$ cat config.mk
export PLATFORM = sky130hd
export DESIGN_NAME = mux_rr_arbiter
export DESIGN_NICKNAME = d
export VERILOG_FILES = /design/src/rtl/mux_arb_pkg.sv /design/src/rtl/rr_pick.sv /design/src/rtl/mux_rr_arbiter.sv
export SDC_FILE = /design/constraint.sdc
export NUM_CORES = 1
export LEC_CHECK = 0
export CORE_MARGIN = 2
export CORE_UTILIZATION = 54
export DETAILED_ROUTE_END_ITERATION = 6
export PLACE_DENSITY = 0.81
export SYNTH_ARGS = -nofsm -noshare
export SYNTH_HDL_FRONTEND = slang
export SYNTH_SLANG_ARGS = --single-unit
$ cat constraint.sdc
create_clock -name clk -period 5.5 [get_ports clk]
set_clock_uncertainty 0.1 [all_clocks]
set_input_delay 1.1 -clock clk [delete_from_list [all_inputs] [get_ports clk]]
set_output_delay 1.1 -clock clk [all_outputs]
set_load 0.02 [all_outputs]
$ cat src/rtl/mux_arb_pkg.sv
// Shared types and helpers for the round-robin mux-tree arbiter.
// Imported by the picker and the top-level FSM.
package mux_arb_pkg;

  typedef enum logic {
    IDLE  = 1'b0,
    GRANT = 1'b1
  } arb_state_t;

  // onehot() returns a fixed-width vector; callers size-cast it down to N.
  localparam int MAX_N = 64;

  function automatic int selWidth(input int n);
    return (n > 1) ? $clog2(n) : 1;
  endfunction

  function automatic logic [MAX_N-1:0] onehot(input int idx, input int n);
    if (idx < n)
      return MAX_N'(1) << idx;
    else
      return '0;
  endfunction

endpackage

$ cat src/rtl/rr_pick.sv
// Rotating-priority picker: first requester at or after ptr, wrapping modulo N.
module rr_pick
  import mux_arb_pkg::*;
#(
  parameter int N = 4
) (
  input  logic [N-1:0]           req,
  input  logic [selWidth(N)-1:0] ptr,
  output logic                   found,
  output logic [selWidth(N)-1:0] idx
);

  localparam int SW = selWidth(N);

  logic [SW-1:0] w_cand;

  // Scan from the far end back toward ptr so the closest match wins.
  always_comb begin
    found  = |req;
    idx    = '0;
    w_cand = '0;
    for (int k = N - 1; k >= 0; k--) begin
      w_cand = ptr + SW'(k);
      if (req[w_cand])
        idx = w_cand;
    end
  end

endmodule

$ cat src/rtl/mux_rr_arbiter.sv
// Round-robin arbiter driving a shared N-input mux tree's select and grant,
// with a bounded tenure per owner while other requesters are waiting.
module mux_rr_arbiter
  import mux_arb_pkg::*;
#(
  parameter int N        = 4,
  parameter int HOLD_MAX = 8
) (
  input  logic                   clk,
  input  logic                   rst,
  input  logic [N-1:0]           req,
  output logic [N-1:0]           gnt,
  output logic [selWidth(N)-1:0] sel,
  output logic                   busy
);

  localparam int SW = selWidth(N);
  localparam int CW = (HOLD_MAX > 1) ? $clog2(HOLD_MAX) : 1;

  arb_state_t    r_state;
  logic [SW-1:0] r_ptr;
  logic [SW-1:0] r_owner;
  logic [CW-1:0] r_cnt;
  logic [N-1:0]  r_gnt;
  logic [SW-1:0] r_sel;
  logic          r_busy;

  logic          w_found;
  logic [SW-1:0] w_idx;
  logic [N-1:0]  w_ownerOh;
  logic [N-1:0]  w_newOh;
  logic          w_ownerReq;
  logic          w_othersReq;
  logic          w_atMax;
  logic          w_doGrant;
  logic          w_toIdle;
  logic          w_incCnt;

  rr_pick #(.N(N)) u_pick (
    .req   (req),
    .ptr   (r_ptr),
    .found (w_found),
    .idx   (w_idx)
  );

  assign w_ownerOh   = N'(onehot(32'(r_owner), N));
  assign w_newOh     = N'(onehot(32'(w_idx), N));
  assign w_ownerReq  = |(req & w_ownerOh);
  assign w_othersReq = |(req & ~w_ownerOh);
  assign w_atMax     = (r_cnt == CW'(HOLD_MAX - 1));

  // Release beats expiry; ptr already sits past the owner, so a preempting
  // winner is always someone else.
  always_comb begin
    w_doGrant = 1'b0;
    w_toIdle  = 1'b0;
    w_incCnt  = 1'b0;
    case (r_state)
      IDLE: w_doGrant = w_found;
      GRANT: begin
        if (!w_ownerReq) begin
          w_doGrant = w_found;
          w_toIdle  = !w_found;
        end else if (w_atMax && w_othersReq) begin
          w_doGrant = 1'b1;
        end else begin
          w_incCnt = !w_atMax;
        end
      end
      default: w_toIdle = 1'b1;
    endcase
  end

  always_ff @(posedge clk or posedge rst) begin
    if (rst) begin
      r_state <= IDLE;
      r_ptr   <= '0;
      r_owner <= '0;
      r_cnt   <= '0;
      r_gnt   <= '0;
      r_sel   <= '0;
      r_busy  <= 1'b0;
    end else if (w_doGrant) begin
      r_state <= GRANT;
      r_owner <= w_idx;
      r_sel   <= w_idx;
      r_gnt   <= w_newOh;
      r_busy  <= 1'b1;
      r_cnt   <= '0;
      r_ptr   <= w_idx + SW'(1);
    end else if (w_toIdle) begin
      r_state <= IDLE;
      r_gnt   <= '0;
      r_busy  <= 1'b0;
    end else if (w_incCnt) begin
      r_cnt <= r_cnt + CW'(1);
    end
  end

  assign gnt  = r_gnt;
  assign sel  = r_sel;
  assign busy = r_busy;

endmodule

* Word level (Yosys, flattened, before mapping)
Cells that the tools add are included.
** Cells by class
- Add/subtract/negate cells :: 5
- Order comparisons :: 4
- Equal/unequal tests :: 2
- Shifts and indexed selects :: 2
- Mux-type cells :: 27
- Bitwise logic cells :: 4
- Reduce and logical (&&, ||, !) cells :: 9
** Operators by type and width (number)
- 1-bit two-way mux :: 13
- 2-bit by 3-bit less-than comparator with 1-bit output (second input constant) :: 4
- 4-bit OR reduction :: 3
- 3-bit two-way mux :: 3
- 4-bit AND :: 2
- 1-bit binary-select mux with 2-bit select :: 4
- 2-bit two-way mux :: 4
- 4-bit two-way mux :: 2
- 1-bit by 2-bit << shifter with 4-bit output (first input constant) :: 2
- 2-bit by 1-bit adder with 2-bit output (second input constant) :: 2
- 2-bit adder (second input constant) :: 2
- 4-bit inverter :: 1
- 2-bit nonzero test :: 2
- 3-bit by 1-bit adder with 3-bit output (second input constant) :: 1
- 3-bit equality test (second input constant) :: 1
- 1-bit logical NOT :: 2
- 2-bit != test (second input constant) :: 1
- 1-bit one-hot mux with 2 select lines :: 1
- 2-bit AND reduction :: 1
- 1-bit logical AND :: 1
- 1-bit inverter :: 1
** Storage, ports and cells
- Register bits after elaboration :: 12
- Input bits :: 6

* Depth between registers and ports, before layout
Gate-level depths: netlist of run 1.
- Word-level depth :: 11
- Gate-level depth with buffers :: 8

* Cells and area by module
Synthesis of run 1 repeated with hierarchy kept, for this count alone.
** Second synthesis, totals
- Cell total of the unflattened synthesis :: 90
- Area total of the unflattened synthesis :: 898.4 um^2
** Modules (own cells, without submodules)
- mux_rr_arbiter :: instances 1, cells an instance 77, area each 820.8 um^2, seq. area each 300.3 um^2
- rr_pick :: instances 1, cells an instance 13, area each 77.6 um^2, seq. area each 0.0 um^2

* Worst setup path before layout of run 1
Ideal clock, no wire load.
- Kind :: input-to-reg
- Start point :: input port req[3]
- End point :: register r_ptr[1]
- Setup time :: 125 ps
- Data arrival time :: 2317 ps
- Required time :: 5275 ps
- Path slack :: 2957 ps
- Stages :: 5
- Path buffers :: 1
- Cell sequence :: or4_1 -> o221ai_2 -> o21ai_2 -> buf_6 -> mux2_4
** On the way
- Cells in the longest elaborated chain, start to end :: 7
** Ends and longest elaborated chain
- start, declared :: line mux_rr_arbiter.sv:11 : input logic [N-1:0] req,
- 1-bit binary-select mux with 2-bit select :: line rr_pick.sv:24 : if (req[w_cand])
- 1-bit two-way mux (implied by the code) :: line rr_pick.sv:24
- 2-bit two-way mux (4 in series) :: line rr_pick.sv:24
- 2-bit by 1-bit adder with 2-bit output :: line mux_rr_arbiter.sv:90 : r_ptr <= w_idx + SW'(1);
- end signal, assigned :: line mux_rr_arbiter.sv:90
- end, declared :: line mux_rr_arbiter.sv:21 : logic [SW-1:0] r_ptr;
Parallel ways exist; a longest one is shown, timed or not. The select of a mux whose other input is x is not followed.
A chain may end at the register's enable or synchronous reset.

* Worst setup path after layout of run 1
- Start point :: input port req[1]
- End point :: register r_ptr[1]
** On the way
- Cells in the longest elaborated chain, start to end :: 7
** Ends and longest elaborated chain
- 1-bit binary-select mux with 2-bit select :: line rr_pick.sv:24
- 1-bit two-way mux (implied by the code) :: line rr_pick.sv:24
- 2-bit two-way mux (3 in series) :: line rr_pick.sv:24
- 2-bit two-way mux * :: line rr_pick.sv:24
- via u_pick.idx[0] :: line rr_pick.sv:10 : output logic [selWidth(N)-1:0] idx
- 2-bit by 1-bit adder with 2-bit output * :: line mux_rr_arbiter.sv:90
Mark *: on every way through the listed nets, which the timed path passes. The rest lies on a longest branch. The select of a mux whose other input is x is not followed.

==> results of run 1 <==
-- cell type report --
type / count / area (sq um) / share of cell area (%)
flip-flops and latches: 12 / 300.3 / 33.10
inverters: 14 / 52.55 / 5.793
clock buffers: 4 / 36.28 / 4.000
multi-input cells: 48 / 379.1 / 41.79
well taps: 15 / 18.77 / 2.069
repair buffers: 12 / 120.1 / 13.24
-- registers in the layout, summed over array words and instances (netlist names) --
signal,flops
gnt,4
r_ptr,2
r_cnt,3
sel,2
busy,1
-- cell usage after synthesis --
| master | instances |
|---|---|
| inv_1 | 14 |
| dfrtp_1 | 12 |
| mux2i_1 | 9 |
| nand2_1 | 9 |
| ha_1 | 6 |
| a21oi_1 | 4 |
| o22ai_1 | 4 |
| a31oi_1 | 2 |
| mux2_4 | 2 |
| nor2_1 | 2 |
| buf_6 | 1 |
| bufbuf_16 | 1 |
| mux2_2 | 1 |
| nand2b_1 | 1 |
| nor4_1 | 1 |
| nor4b_1 | 1 |
| o21ai_0 | 1 |
| o21ai_2 | 1 |
| o21bai_1 | 1 |
| o221ai_2 | 1 |
| or2b_2 | 1 |
| or4_1 | 1 |
-- placed cells by master (no fill, tap or decap), drive strengths merged --
master and n:
a21oi 4, a31oi 2, clkbuf 4, clkdlybuf4s50 12
dfrtp 12, ha 6, inv 14, mux2 3
mux2i 9, nand2 9, nand2b 1, nor2 2
nor4 1, nor4b 1, o21ai 2, o21bai 1
o221ai 1, o22ai 4, or2b 1, or4 1
-- metrics by stage --
step | power (mW) | setup WS (ps) | utilization, %
finish | 0.4800 | 2594 | 68.85
global route | 0.5151 | 2532 | 68.85
floorplan | 0.3666 | 2957 | -
detailed placement | 0.4119 | 2314 | 66.10
CTS | 0.4837 | 2611 | 68.85
global placement | 0.3953 | 2362 | 66.10
-- layer usage --
metal	vias up	share of wire, %	track usage (%)
li1	286	-	-
met1	278	45	21.88
met2	17	48	30.00
met3	5	4.7	6.087
met4	0	2.5	11.61
met5	-	0	0
-- power by group through the flow --
stage,logic [mW],registers [mW],clock network (mW)
CTS,0.251,0.162,0.0704
detailed placement,0.248,0.164,0
global placement,0.235,0.161,0
finish,0.248,0.162,0.0696
floorplan,0.194,0.173,0
global route,0.273,0.168,0.0745
-- logic make-up after synthesis --
kind of cell	Yosys count
AOI/OAI and AO/OA	14
adders and majority gates	6
buffers and inverters	16
DFF	12
muxes	12
and+or+nand+nor	16
-- critical path, stage by stage --
cell and delay, ps:
clkdlybuf4s50_1 570, inv_1 100, a21oi_1 120, o22ai_1 90, a31oi_1 410, ha_1 320, mux2_4 250
-- worst max path at each step --
stage / from / end / slack, ps
floorplan: req[3] / r_ptr[1] / 2960
detailed placement: req[1] / r_ptr[1] / 2310
CTS: req[1] / r_ptr[1] / 2610
global placement: req[1] / r_ptr[1] / 2360
global route: req[1] / r_ptr[1] / 2530
finish: req[1] / r_ptr[1] / 2590
==> run summary, run 1 <==
status -> finished, final reports clean
clock buffer depth -> 2
RR Endpoint -> sel[0]
post-cts sizing count -> 0
crit end category -> flip-flop
Synth Cell Area -> 775.7 sq um
first-pass GRT wire length -> 2456 um
fin nets -> 103
Int Pwr -> 288.1 uW
layout cells sized above 1 -> 11.11%
setup total negative slack -> 0 ps
synth top area cells -> dfrtp_1, mux2i_1, ha_1, inv_1, nand2_1
Sink Count -> 12
vias per inst -> 5.581
Switch Pwr -> 192.0 uW
Yosys top cell area share -> 38.71%
RSZ-0062 raised after global routing -> false
Routability Congestion -> 0.7618
Setup-failing EPs final -> 0
Worst IR Drop VDD -> 338.0 uV
# rows -> 13
Hold Crit Class -> reg2reg
critical hold path startpoint -> gnt[2]
WHS Path Cells -> 2
Post-DP Area -> 870.8 sq um
CP Class -> in2reg
final worst-path cycle share -> 52.84%
Seq/Total Area, Yosys -> 38.71%
CP Max Fanout -> 6
CP Launch Type -> input pin
Comb pwr share -> 51.8%
Ant. Diodes -> 0
total number of vias -> 586
CTS Buf Count -> 3
r2r setup slk -> 3490 ps
H-tree depth -> 1
Worst Hold Path EP -> gnt[2]
Net Sw Frac -> 39.99%
DRC -> 0
main combinational cell family by area after synthesis -> multiplexers
Lkg Pwr -> 0.4477 nW
Mapped Cells -> 76
GRT overflow -> 0
reg2reg path depth -> 4
die height -> 41.90 um
crit path DAT -> 2970 ps
effective utilization at floorplan -> 58.88%
f_max -> 344.1 MHz
max_slew headroom -> 58.76%
pin count of the biggest net entering global routing -> 13
die area -> 1756 sq um
final instance area -> 907.1 sq um
Avg Cell Area, Syn -> 10.21 sq um
Clock Power Share -> 14.5%
adder-cell share of the synthesized area -> 9.677%
RR Startpoint -> sel[0]
Routed WL per cell -> 13.84 um
post-synthesis simple-gate area fraction -> 10.16%
clock latency on the worst-skew pair -> 270 ps
TritonRoute pass-1 iters -> 4
clock slew at reported path FFs -> 70 ps
final WL -> 1453 um
Tot GR Track Use -> 18.89%
synth warn -> 0
Worst-Margin Slew -> 618.5 ps
Final Max Slew Viols -> 0
CTS tree -> done
Synth Area in Compound Gates -> 12.10%
Pwr Density -> 529.2 nW/um^2
1st-iter DRT viols -> 13
xor and xnor fraction of the mapped netlist area -> 0%
Post-DRT Antenna Nets -> 0
post-CTS setup buffers -> 0
mux share of post-synthesis cell area -> 16.94%
final hold violations -> 0
CTS Root Buffer Type -> clkbuf_4
MaxCap Viol Count -> 0
register share of total power -> 33.7%
IO buf count -> 12
syn nets -> 88
Final min period -> 2906 ps
Cell Count, Final, Fillers Out -> 105
Worst EP required -> 5560 ps
number of I/O pins -> 13
Syn-to-layout area delta -> 16.94%
core area -> 1318 sq um
Synth Register Bits -> 12
initial antenna violation count -> 0
dpl cells -> 101
Horiz. Die Dim -> 41.90 um
number of global-route vias before repair -> 580
Synth cell types -> 22
hold slack -> 432.6 ps
DP HPWL -> 1048 um
dominant cell type by area after synthesis -> dfrtp_1
Fillers -> 99
hold bufs inserted after CTS -> 0
No activity file was read; power rests on OpenSTA's default activity.
==> run 2, diff against run 1 <==
--- a/config.mk
+++ b/config.mk
@@ -6,9 +6,9 @@
 export NUM_CORES = 1
 export LEC_CHECK = 0
 export CORE_MARGIN = 2
-export CORE_UTILIZATION = 54
+export CORE_UTILIZATION = 50
 export DETAILED_ROUTE_END_ITERATION = 6
-export PLACE_DENSITY = 0.81
+export PLACE_DENSITY = 0.76
 export SYNTH_ARGS = -nofsm -noshare
 export SYNTH_HDL_FRONTEND = slang
 export SYNTH_SLANG_ARGS = --single-unit
==> constraint.sdc (replaced) <==
create_clock -name clk -period 2.8 [get_ports clk]
set_clock_uncertainty 0.1 [all_clocks]
set_input_delay 0.56 -clock clk [delete_from_list [all_inputs] [get_ports clk]]
set_output_delay 0.56 -clock clk [all_outputs]
set_load 0.02 [all_outputs]
==> run 2 against run 1 <==
Effect of this change:
- cell count increased by 2.9%
- sequential power grew 96%
- sequential cell count unchanged
- routed wire length shrank 4.0%
- clock power grew 93%
- global-route usage shrank 2.6 points
- register-to-register slack got worse by 2700 ps
- total power rose by 96%
==> run summary, run 2 (synthesis results as in run 1) <==
vias per inst -> 5.463 (-2.1%)
Worst-Margin Slew -> 623.7 ps (+5.230 ps)
multi-input combinational cell area -> 379.1 sq um (unchanged)
status -> finished, final reports clean
Lkg Pwr -> 0.4580 nW (+2.3%)
H-tree depth -> 1 (unchanged)
1st-iter DRT viols -> 11 (-2)
Horiz. Die Dim -> 43.39 um (+3.6%)
most common cell after layout, fill and taps aside -> inv_1
GRT overflow -> 0 (unchanged)
Routability Congestion -> 0.7985 (+4.8%)
Worst EP required -> 2860 ps (-2700 ps)
# rows -> 14 (+1)
Final min period -> 2317 ps
layout cells sized above 1 -> 13.04% (+1.9 points)
CTS tree -> done
total number of vias -> 590 (+0.68%)
crit path DAT -> 2370 ps (-600 ps)
clock slew at reported path FFs -> 70 ps (about the same)
Crit. Startpoint -> req[2]
final worst-path cycle share -> 82.76%
Tot GR Track Use -> 16.30% (-2.6 points)
Post-DRT Antenna Nets -> 0 (unchanged)
Routed WL per cell -> 12.92 um (-6.7%)
core area -> 1471 sq um (+12%)
clock buffer depth -> 2 (unchanged)
Setup-failing EPs final -> 0 (unchanged)
max_slew headroom -> 58.42% (-0.35 points)
post-CTS setup buffers -> 0 (unchanged)
CP Class -> in2reg
hold slack -> 440.7 ps (+8.065 ps)
Fillers -> 142 (+43%)
effective utilization at floorplan -> 52.72% (-6.2 points)
initial antenna violation count -> 0 (unchanged)
die area -> 1883 sq um (+7.2%)
final WL -> 1395 um (-4.0%)
crit end category -> flip-flop
Worst IR Drop VDD -> 539.4 uV (+60%)
first-pass GRT wire length -> 2373 um (-3.4%)
DP HPWL -> 1009 um (-3.6%)
die height -> 43.39 um (+3.6%)
pin count of the biggest net entering global routing -> 13 (unchanged)
clock latency on the worst-skew pair -> 260 ps (about the same)
CTS Root Buffer Type -> clkbuf_4
fin nets -> 105 (+1.9%)
DRC -> 0 (unchanged)
final hold violations -> 0 (unchanged)
Sink Count -> 12 (unchanged)
setup total negative slack -> 0 ps (unchanged)
MaxCap Viol Count -> 0 (unchanged)
critical hold path startpoint -> gnt[0]
f_max -> 431.6 MHz
max reg flops -> 4 (unchanged)
hold bufs inserted after CTS -> 0 (unchanged)
CP Launch Type -> input pin
number of global-route vias before repair -> 572 (-1.4%)
number of I/O pins -> 13 (unchanged)
IO buf count -> 12 (unchanged)
register area -> 300.3 sq um (unchanged)
Final Max Slew Viols -> 0 (unchanged)
Pwr Density -> 1018 nW/um^2 (+92%)
RR Startpoint -> sel[0]
RSZ-0062 raised after global routing -> false
most frequent cells in the layout -> inv_1, dfrtp_1, clkdlybuf4s50_1
Syn-to-layout area delta -> 19.03%
Ant. Diodes -> 0 (unchanged)
CP Max Fanout -> 11 (+5)
CTS Buf Count -> 3 (unchanged)
TritonRoute pass-1 iters -> 4 (unchanged)
Hold Crit Class -> reg2reg
post-cts sizing count -> 0 (unchanged)
==> run 2: path summary, 6_finish.rpt <==
kind / to / slack (ps) / depth (start not counted)
min: gnt[0] / 440 / 2
min in group asynchronous: busy / 490 / 2
max in group asynchronous: sel[0] / 1800 / 2
max: sel[1] / 480 / 5
min reg2reg: gnt[0] / 440 / 2
max reg2reg: sel[0] / 790 / 4
==> run 2: final cells by class <==
type | instances | area share, %
Clock buffer | 4 | 3.930
Multi-Input combinational cell | 48 | 41.06
Inverter | 14 | 5.691
Timing Repair Buffer | 14 | 14.63
Tap cell | 16 | 2.168
Sequential cell | 12 | 32.52
==> run 2: per-stage QoR <==
step                power [mW]  util, %  cell area (sq um)  setup slack (ps)  instances
floorplan               0.7201        -              775.7             797.4         76
global placement        0.7875    60.29              887.1             219.8        104
detailed placement      0.8067    60.29              887.1             206.4        104
CTS                     0.9485    62.76              923.4             482.5        108
global route             1.019    62.76              923.4             379.6        108
finish                  0.9398    62.76              923.4             482.8        108
==> run 2: per-layer routing <==
layer | track usage (%) | vias to the layer above | wire, um | part of all wire [%]
met1 | 23.39 | 286 | 680 | 49
met5 | 0 | - | 0 | 0
met3 | 2.500 | 2 | 51 | 3.7
met2 | 26.27 | 14 | 654 | 47
li1 | - | 288 | - | -
met4 | 3.636 | 0 | 7 | 0.50
==> run 2: critical path: stages <==
cell and delay [ps]:
clkdlybuf4s50_1 530, or4_1 540, o221ai_2 180, o21ai_2 220, mux2_4 350
==> run 2: report_power, final <==
part	switching, mW	internal [mW]
clock	0.0551	0.0789
combinational	0.240	0.249
sequential	0.0720	0.245
==> run 3, diff against run 2 <==
--- a/config.mk
+++ b/config.mk
@@ -5,10 +5,11 @@
 export SDC_FILE = /design/constraint.sdc
 export NUM_CORES = 1
 export LEC_CHECK = 0
+export CORE_ASPECT_RATIO = 0.8
 export CORE_MARGIN = 2
-export CORE_UTILIZATION = 50
+export CORE_UTILIZATION = 46
 export DETAILED_ROUTE_END_ITERATION = 6
-export PLACE_DENSITY = 0.76
+export PLACE_DENSITY = 0.73
 export SYNTH_ARGS = -nofsm -noshare
 export SYNTH_HDL_FRONTEND = slang
 export SYNTH_SLANG_ARGS = --single-unit
==> constraint.sdc (replaced) <==
create_clock -name clk -period 2 [get_ports clk]
set_clock_uncertainty 0.1 [all_clocks]
set_input_delay 0.4 -clock clk [delete_from_list [all_inputs] [get_ports clk]]
set_output_delay 0.4 -clock clk [all_outputs]
set_load 0.02 [all_outputs]
==> run 3 against run 2 <==
Effect of this change:
- sequential share of layout area shrank 4.5 points
- worst setup slack lost 460 ps
- first-iteration DRC count shrank 55%
- combinational power grew 75%
- die area grew 8.0%
- cell count grew 17%
- critical path depth is the same
- clock power grew 41%
- count of clock-buffer cells in the layout is the same
- total power grew 57%
- sequential cell count is the same
- non-clock buffer count grew 12
- highest routed layer unchanged
==> run summary, run 3 (synthesis results as in run 1) <==
status -> finished, final reports clean
Comb pwr share -> 57.9% (+5.9 points)
fin nets -> 117 (+11%)
Syn-to-layout area delta -> 38.23%
CTS tree -> done
multi-input combinational cell area -> 411.6 sq um (+8.6%)
Net Sw Frac -> 37.84% (-1.2 points)
Ant. Diodes -> 0 (unchanged)
register share of total power -> 29.3% (-4.4 points)
CTS Buf Count -> 3 (unchanged)
Final Max Slew Viols -> 0 (unchanged)
Final min period -> 1978 ps
Setup-failing EPs final -> 0 (unchanged)
layout cells sized above 1 -> 25.96% (+13 points)
RSZ-0062 raised after global routing -> true
Worst-Margin Slew -> 417.3 ps (-206.4 ps)
initial antenna violation count -> 0 (unchanged)
Int Pwr -> 920.1 uW (+61%)
hold slack -> 313.8 ps (-126.9 ps)
max reg flops -> 4 (unchanged)
final WL -> 1611 um (+15%)
total number of vias -> 626 (+6.1%)
Horiz. Die Dim -> 49.91 um (+15%)
Sink Count -> 12 (unchanged)
Routability Congestion -> 0.7268 (-9.0%)
Routed WL per cell -> 12.79 um (-1.0%)
vias per inst -> 4.968 (-9.1%)
slowest cell on the critical path -> or4_4
DP HPWL -> 1215 um (+20%)
Switch Pwr -> 560.0 uW (+53%)
Tot GR Track Use -> 16.71% (+0.41 points)
clock latency on the worst-skew pair -> 270 ps (about the same)
crit path cell chain -> clkdlybuf4s50_1 > or4_4 > o221ai_2 > o21ai_4 > mux2_4
TritonRoute pass-1 iters -> 4 (unchanged)
Worst Slack Setup Final -> 21.53 ps (-461.3 ps)
max incr delay on CP -> 530 ps (about the same)
pin count of the biggest net entering global routing -> 13 (unchanged)
H-tree depth -> 1 (unchanged)
clock buffer depth -> 2 (unchanged)
most frequent cells in the layout -> inv_1, dfrtp_1, buf_4
final instance area -> 1072 sq um (+16%)
Worst EP required -> 2050 ps (-810 ps)
CP Launch Type -> input pin
f_max -> 505.4 MHz
most common cell after layout, fill and taps aside -> inv_1
CTS Root Buffer Type -> clkbuf_4
core area -> 1610 sq um (+9.4%)
DRC -> 0 (unchanged)
# rows -> 13 (-1)
Post-DRT Antenna Nets -> 0 (unchanged)
die area -> 2033 sq um (+8.0%)
Lkg Pwr -> 0.5568 nW (+22%)
number of global-route vias before repair -> 573 (+0.17%)
Cell Count, Final, Fillers Out -> 126 (+17%)
GRT overflow -> 0 (unchanged)
Hold Crit Class -> in2async
Worst IR Drop VDD -> 779.0 uV (+44%)
max_slew headroom -> 71.95% (+14 points)
CP Class -> in2reg
MaxCap Viol Count -> 0 (unchanged)
final hold violations -> 0 (unchanged)
dpl cells -> 121 (+16%)
1st-iter DRT viols -> 5 (-6)
Post-DP Area -> 977.2 sq um (+10%)
Placement Setup Slack -> -269.0 ps (-475.4 ps)
crit end category -> flip-flop
final core area utilization -> 66.59% (+3.8 points)
Pwr Density -> 1380 nW/um^2 (+36%)
Fillers -> 121 (-15%)
number of I/O pins -> 13 (unchanged)
crit path DAT -> 2030 ps (-340 ps)
register area -> 300.3 sq um (unchanged)
CP Max Fanout -> 7 (-4)
final worst-path cycle share -> 98.92%
IO buf count -> 12 (unchanged)
die height -> 40.73 um (-6.1%)
Clock Power Share -> 12.8% (-1.5 points)
first-pass GRT wire length -> 2401 um (+1.2%)
clock slew at reported path FFs -> 80 ps (about the same)
effective utilization at floorplan -> 48.17% (-4.5 points)
## run 3: layout make-up
cell class | count | area share, %
multi-input cells | 48 | 38.39
flip-flops and latches | 12 | 28.00
repair buffers | 26 | 22.75
inverters | 14 | 4.901
clock buffers | 4 | 3.384
well taps | 22 | 2.567
## run 3: path summary, 6_finish.rpt
kind / start / endpoint / slack (ps) / cells past startpoint
max in group asynchronous: rst / gnt[0] / 1190 / 2
setup / recovery: req[3] / r_ptr[1] / 20 / 5
setup reg to reg: sel[1] / r_cnt[2] / 150 / 7
hold reg to reg: gnt[3] / gnt[3] / 440 / 2
hold / removal: rst / gnt[1] / 310 / 2
min in group clk: gnt[3] / gnt[3] / 440 / 2
## run 3: worst max-delay path, delay by kind of cell
family	cells	cell delay, ps
compound gates	2	340
mux	1	320
buf+inv	1	450
simple gates	1	530
## run 3: repair_timing
action	in CTS	in global routing
setup endpoints to repair	0	10
gates resized for setup	0	11
buffers inserted	0	1
endpoints found under the hold margin	0	0
hold buffers	0	0
## run 3: stage by stage
stage / total power [mW] / setup TNS (ps)
floorplan: 1.008 / 0
global placement: 1.204 / -2379
detailed placement: 1.239 / -2603
CTS: 1.436 / 0
global route: 1.599 / -146.7
finish: 1.480 / 0
## run 3: power by group through the flow
stage / combinational (mW) / clock (mW) / sequential (mW)
2_1_floorplan: 0.533 / 0 / 0.475
3_3_place_gp: 0.776 / 0 / 0.428
3_5_place_dp: 0.806 / 0 / 0.433
4_1_cts: 0.809 / 0.198 / 0.430
5_1_grt: 0.948 / 0.205 / 0.446
6_report: 0.858 / 0.189 / 0.434
## run 3: routing by layer
layer	up-vias	global-route usage [%]	routed length (um)
met5	-	0	0
met1	299	20.99	775
met3	2	2.190	32
met2	11	27.67	795
met4	0	12.50	8
li1	314	-	-
